`src/rtl/add_sub_sequencer.sv`:
```
// add_sub_sequencer: control sequencer for a single-bus datapath executing
// ADD / SUB register instructions (fetch T0..T2, execute T3..T5).
//
// Ports:
//   clk          rising-edge clock
//   clr          asynchronous active-low reset
//   start        begin one fetch/execute cycle (sampled in IDLE only)
//   mem_ready    memory read data valid this cycle
//   ir[31:0]     instruction: [31:27] opcode, [26:23] ra, [22:19] rb, [18:15] rc
//   pc_out .. zlo_out   single-bit datapath strobes
//   op_code[4:0] ALU operation select (non-zero only in T4)
//   r_out, r_in  one-hot GPR bus-drive / write-enable
//   busy         high in every state except IDLE
//   done, fault  one-cycle completion / error pulses
//
// Outputs are a pure decode of the state register and ir, so an asynchronous
// clr drives every output low in the same cycle.
module add_sub_sequencer #(
  parameter int unsigned TIMEOUT = 15
) (
  input  logic        clk,
  input  logic        clr,
  input  logic        start,
  input  logic        mem_ready,
  input  logic [31:0] ir,
  output logic        pc_out,
  output logic        mar_in,
  output logic        pc_enable,
  output logic        pc_increment,
  output logic        mdr_read,
  output logic        mdr_enable,
  output logic        mdr_out,
  output logic        ir_enable,
  output logic        y_enable,
  output logic        zlo_enable,
  output logic        zlo_out,
  output logic [4:0]  op_code,
  output logic [15:0] r_out,
  output logic [15:0] r_in,
  output logic        busy,
  output logic        done,
  output logic        fault
);

  localparam int unsigned CNT_W = 4;
  localparam int unsigned REG_N = 16;
  localparam logic [4:0] OPC_ADD = 5'b00011;
  localparam logic [4:0] OPC_SUB = 5'b00100;
  // Last T1 cycle allowed before declaring a memory timeout.
  localparam logic [CNT_W-1:0] WAIT_LAST = CNT_W'(TIMEOUT - 1);

  typedef enum logic [3:0] {
    IDLE, T0, T1, T2, T3, T4, T5, DONE, FAULT
  } state_t;

  state_t           state, next_state;
  logic [CNT_W-1:0] wait_cnt;

  logic [4:0] opc;
  logic [3:0] ra, rb, rc;
  logic       legal;
  logic       unused_ir;

  assign opc       = ir[31:27];
  assign ra        = ir[26:23];
  assign rb        = ir[22:19];
  assign rc        = ir[18:15];
  assign legal     = (opc == OPC_ADD) || (opc == OPC_SUB);
  assign unused_ir = ^ir[14:0];

  // State register.
  always_ff @(posedge clk or negedge clr) begin
    if (!clr) state <= IDLE;
    else      state <= next_state;
  end

  // Memory wait counter: cleared in T0 so it starts at zero on T1 entry.
  always_ff @(posedge clk or negedge clr) begin
    if (!clr) begin
      wait_cnt <= '0;
    end else if (state == T0) begin
      wait_cnt <= '0;
    end else if (state == T1 && !mem_ready) begin
      wait_cnt <= wait_cnt + CNT_W'(1);
    end
  end

  // Next-state and Moore output decode.
  always_comb begin
    next_state   = state;
    pc_out       = 1'b0;
    mar_in       = 1'b0;
    pc_enable    = 1'b0;
    pc_increment = 1'b0;
    mdr_read     = 1'b0;
    mdr_enable   = 1'b0;
    mdr_out      = 1'b0;
    ir_enable    = 1'b0;
    y_enable     = 1'b0;
    zlo_enable   = 1'b0;
    zlo_out      = 1'b0;
    op_code      = 5'b00000;
    r_out        = '0;
    r_in         = '0;
    busy         = 1'b1;
    done         = 1'b0;
    fault        = 1'b0;

    unique case (state)
      IDLE: begin
        busy = 1'b0;
        if (start) next_state = T0;
      end
      T0: begin
        pc_out       = 1'b1;
        mar_in       = 1'b1;
        pc_enable    = 1'b1;
        pc_increment = 1'b1;
        next_state   = T1;
      end
      T1: begin
        mdr_read   = 1'b1;
        mdr_enable = 1'b1;
        // mem_ready takes priority over a simultaneous timeout.
        if (mem_ready)                  next_state = T2;
        else if (wait_cnt >= WAIT_LAST) next_state = FAULT;
      end
      T2: begin
        mdr_out    = 1'b1;
        ir_enable  = 1'b1;
        next_state = T3;
      end
      T3: begin
        if (legal) begin
          r_out      = REG_N'(1) << rb;
          y_enable   = 1'b1;
          next_state = T4;
        end else begin
          next_state = FAULT;
        end
      end
      T4: begin
        r_out      = REG_N'(1) << rc;
        op_code    = opc;
        zlo_enable = 1'b1;
        next_state = T5;
      end
      T5: begin
        zlo_out    = 1'b1;
        r_in       = REG_N'(1) << ra;
        next_state = DONE;
      end
      DONE: begin
        done       = 1'b1;
        next_state = IDLE;
      end
      FAULT: begin
        fault      = 1'b1;
        next_state = IDLE;
      end
      default: begin
        busy       = 1'b0;
        next_state = IDLE;
      end
    endcase
  end

endmodule

```
`config.mk`:
```
export PLATFORM = sky130hd
export DESIGN_NAME = add_sub_sequencer
export DESIGN_NICKNAME = d
export VERILOG_FILES = /design/src/rtl/add_sub_sequencer.sv
export SDC_FILE = /design/constraint.sdc
export NUM_CORES = 1
export LEC_CHECK = 0
export ABC_AREA = 1
export CAP_MARGIN = 30
export CORE_MARGIN = 1.5
export CORE_UTILIZATION = 35
export CTS_BUF_LIST = sky130_fd_sc_hd__clkbuf_4 sky130_fd_sc_hd__clkbuf_8 sky130_fd_sc_hd__clkbuf_16
export DETAILED_ROUTE_END_ITERATION = 10
export HOLD_SLACK_MARGIN = 0.02
export MAX_ROUTING_LAYER = met4
export PLACE_DENSITY_LB_ADDON = 0.25
export SYNTH_ARGS = -nofsm -noshare
export SYNTH_HDL_FRONTEND = slang
export SYNTH_SLANG_ARGS = --single-unit
```
`constraint.sdc`:
```
create_clock -name clk -period 2 [get_ports clk]
set_clock_uncertainty 0.2 [all_clocks]
set_input_delay 0.5 -clock clk [delete_from_list [all_inputs] [get_ports clk]]
set_output_delay 0.5 -clock clk [all_outputs]
set_load 0.01 [all_outputs]
```
==> impl_metrics.csv <==
group,metric,value,unit
outcome,status,"finished with violations",
outcome,violations,"setup timing",
clock_tree,cts-buffers-inserted,3,
critical_path,crit_chain,"buf_6 > nor2_4 > inv_2 > nor2_4 > nand2_4 > o21ai_2 > buf_2",
placement,placed_area,0.00215,mm2
grt,grt_start_max_net_pins,9,
detailed_routing,vias,1919,
detailed_routing,drc,0,
yosys,synth_seq_area_share,16.4,%
placement,dpl.hpwl,3.00,mm
critical_path,worstSetupPathType,"flip-flop to output pin",
die,start_util,36.5,%
finish,syn_to_final_growth,102,%
finish,n_antenna_cell,0,
critical_path,max_stage_delay,420,ps
clock_tree,cts_tree,"done",
detailed_routing,postRouteAntennaNets,0,
critical_path,ff2ff_setup_slack,100,ps
clock_tree,clock_path_buffers,2,
power_and_ir_drop,p_per_area,843,mW/mm2
sta,rsz0062_at_grt,"yes",
critical_path,cp.buffers_inverters,3,
detailed_routing,routed_wl,5.47,mm
finish,layout-drive-gt1-share,63.7,%
critical_path,r2r_start,"state[0]",
yosys,synthDistinctLibCells,28,
sta,setup_viol,47,
sta,setup_slack,-357,ps
yosys,synth_nets,241,
critical_path,worstSetupEndpointType,"output pin",
critical_path,r2r-end,"wait_cnt[3]",
detailed_routing,firstDrtPassIters,4,
critical_path,cp_top_family,"simple AND/OR/NAND/NOR gates",
clock_tree,ctsHtreeMaxLevel,1,
sta,slew_viol_final,0,
clock_tree,clk_latency,260,ps
grt,antenna_found_initial,0,
die,die_h,62.0,um
placement,portBuffers,71,
sta,post-route-min-period,2360,ps
sta,tightest_slew,362,ps
critical_path,endpoint,"r_out[2]",
finish,nFillCells,262,
clock_tree,clock_sinks,8,
critical_path,critical_path_required,1300,ps
finish,finalNetCount,365,
placement,gp_congestion,0.815,
sta,slew_headroom,75.8,%
yosys,postSynthCellCount,203,
clock_tree,clk_pin_slew,60,ps
clock_tree,clockRootBuffer,"clkbuf_4",
critical_path,worstPathArrival,1660,ps
sta,totalNegativeSetupSlack,-10990,ps
sta,hold_violations,0,
critical_path,r2r_cells,12,
grt,grt_pass1_wl,6.82,mm
die,coreArea,0.00334,mm2
yosys,synth_area,0.00122,mm2
detailed_routing,wl_per_cell,14.7,um
critical_path,cp-start-kind,"flip-flop",
grt,grt_pass1_vias,1588,
grt,track_usage,23.9,%
detailed_routing,viasPerCell,5.17,
power_and_ir_drop,vdd_drop_max,462,uV
grt,gr-total-overflow,0,
placement,pre_cts_slack,-927,ps
die,num_rows,21,
yosys,yosysWarnings,0,
worst_hold_path,min_path_type,"primary input to async pin",
power_and_ir_drop,cellLeakagePower,0.00131,uW
finish,post-route-util,73.6,%
critical_path,critPathLaunch,"state[1]",
sta,post-route-period-util,118,%
die,die_w,62.0,um
finish,stdcell_area,0.00245,mm2
die,die_area,0.00384,mm2
critical_path,path_max_fanout,8,
yosys,syn_area_per_cell,6.00,um2
detailed_routing,drt-initial-drc-count,164,
run,maxCapViolations,0,
yosys,synth-seq-cells,8,
critical_path,crit_top_cell,"nor2_4",
critical_path,cp_slowest_cell,"dfrtp_1",
sta,fmax,424,MHz
critical_path,path_depth,7,
die,io_pins,87,
==> stage by stage <==
step / cells / hold WS [ps] / total power (uW)
2_1_floorplan: 203 / 4.41 / 967
6_report: 371 / 312 / 2070
3_3_place_gp: 341 / 304 / 1520
5_1_grt: 371 / 341 / 2190
4_1_cts: 365 / 324 / 1750
3_5_place_dp: 341 / 313 / 1530
==> worst min-delay path by stage <==
stage | from | endpoint | slack (ps) | depth (start not counted)
floorplan | clr | state[0] | 4 | 0
global placement | wait_cnt[3] | wait_cnt[3] | 300 | 2
detailed placement | wait_cnt[3] | wait_cnt[3] | 310 | 2
CTS | clr | wait_cnt[3] | 320 | 1
global route | clr | wait_cnt[2] | 340 | 1
finish | clr | state[1] | 310 | 1
==> logic make-up after synthesis <==
logic type / count (synthesis) / synth area share [%]
AND/OR/NAND/NOR: 124 / 51.9
flip-flops: 8 / 16.4
AO/OA/AOI/OAI: 21 / 11.2
buffers and inverters: 46 / 17.0
XOR/XNOR: 2 / 1.44
adder cells (fa/ha/maj): 2 / 2.06
==> sequential cells by signal, summed over array words and instances (netlist names) <==
register / flops
state: 4
wait_cnt: 4
==> per-layer routing <==
layer	share of wire (%)	track usage, %	vias up	wire length (um)
met1	39	28.6	905	2110
met3	6.5	2.90	17	358
li1	-	-	902	-
met4	2.4	5.47	0	131
met5	0	-	-	0
met2	52	42.6	95	2870
==> placed cells by master (no fill, tap or decap), drive strengths merged, types with 4 or more instances in the layout <==
cell           Yosys  layout
a21oi              4       4
buf                7     112
clkbuf             4       4
clkdlybuf4s50      0       4
dfrtp              8       8
dlygate4sd2        0       9
inv               35      35
nand2             41      43
nand3             17      17
nand4             17      17
nor2              37      37
nor3               9       9
o21ai             16      16
==> where the power goes <==
| part | leakage [uW] | internal, uW | switching, uW | total (uW) |
|---|---|---|---|---|
| logic | 0.00119 | 751 | 876 | 1630 |
| registers | 0.000105 | 231 | 82.8 | 314 |
| clock network | 0.0000138 | 69.0 | 59.7 | 129 |
==> synth_stat cells (all sizes together) <==
| cell type | number | share of area (%) |
|---|---|---|
| nand3 | 17 | 8.0 |
| buf | 7 | 4.9 |
| xnor2 | 1 | 0.72 |
| ha | 2 | 2.1 |
| xor2 | 1 | 0.72 |
| inv | 35 | 11 |
| o22ai | 1 | 0.51 |
| nor3 | 9 | 3.7 |
| clkbuf | 4 | 1.2 |
| nand2 | 41 | 14 |
| a21oi | 4 | 2.0 |
| nand3b | 1 | 0.62 |
| nor2 | 37 | 16 |
| o21ai | 16 | 8.7 |
| or2 | 2 | 1.0 |
| dfrtp | 8 | 16 |
| nand4 | 17 | 8.7 |
==> layout make-up <==
cell class                 count  area, um2  area share, %
multi-input combinational    151       1070           43.5
timing repair buffer         128        972           39.6
sequential                     8        200           8.15
inverter                      35        134           5.45
tap                           46       57.6           2.34
clock buffer                   3       22.5          0.917
==> repair_timing <==
item,in CTS,in global routing
setup endpoints to repair,51,48
resized for setup,299,51
setup buffers,19,7
cloned,2,0
hold buffers,0,0
pin swaps,18,14
(Power assumes the default switching activity.)
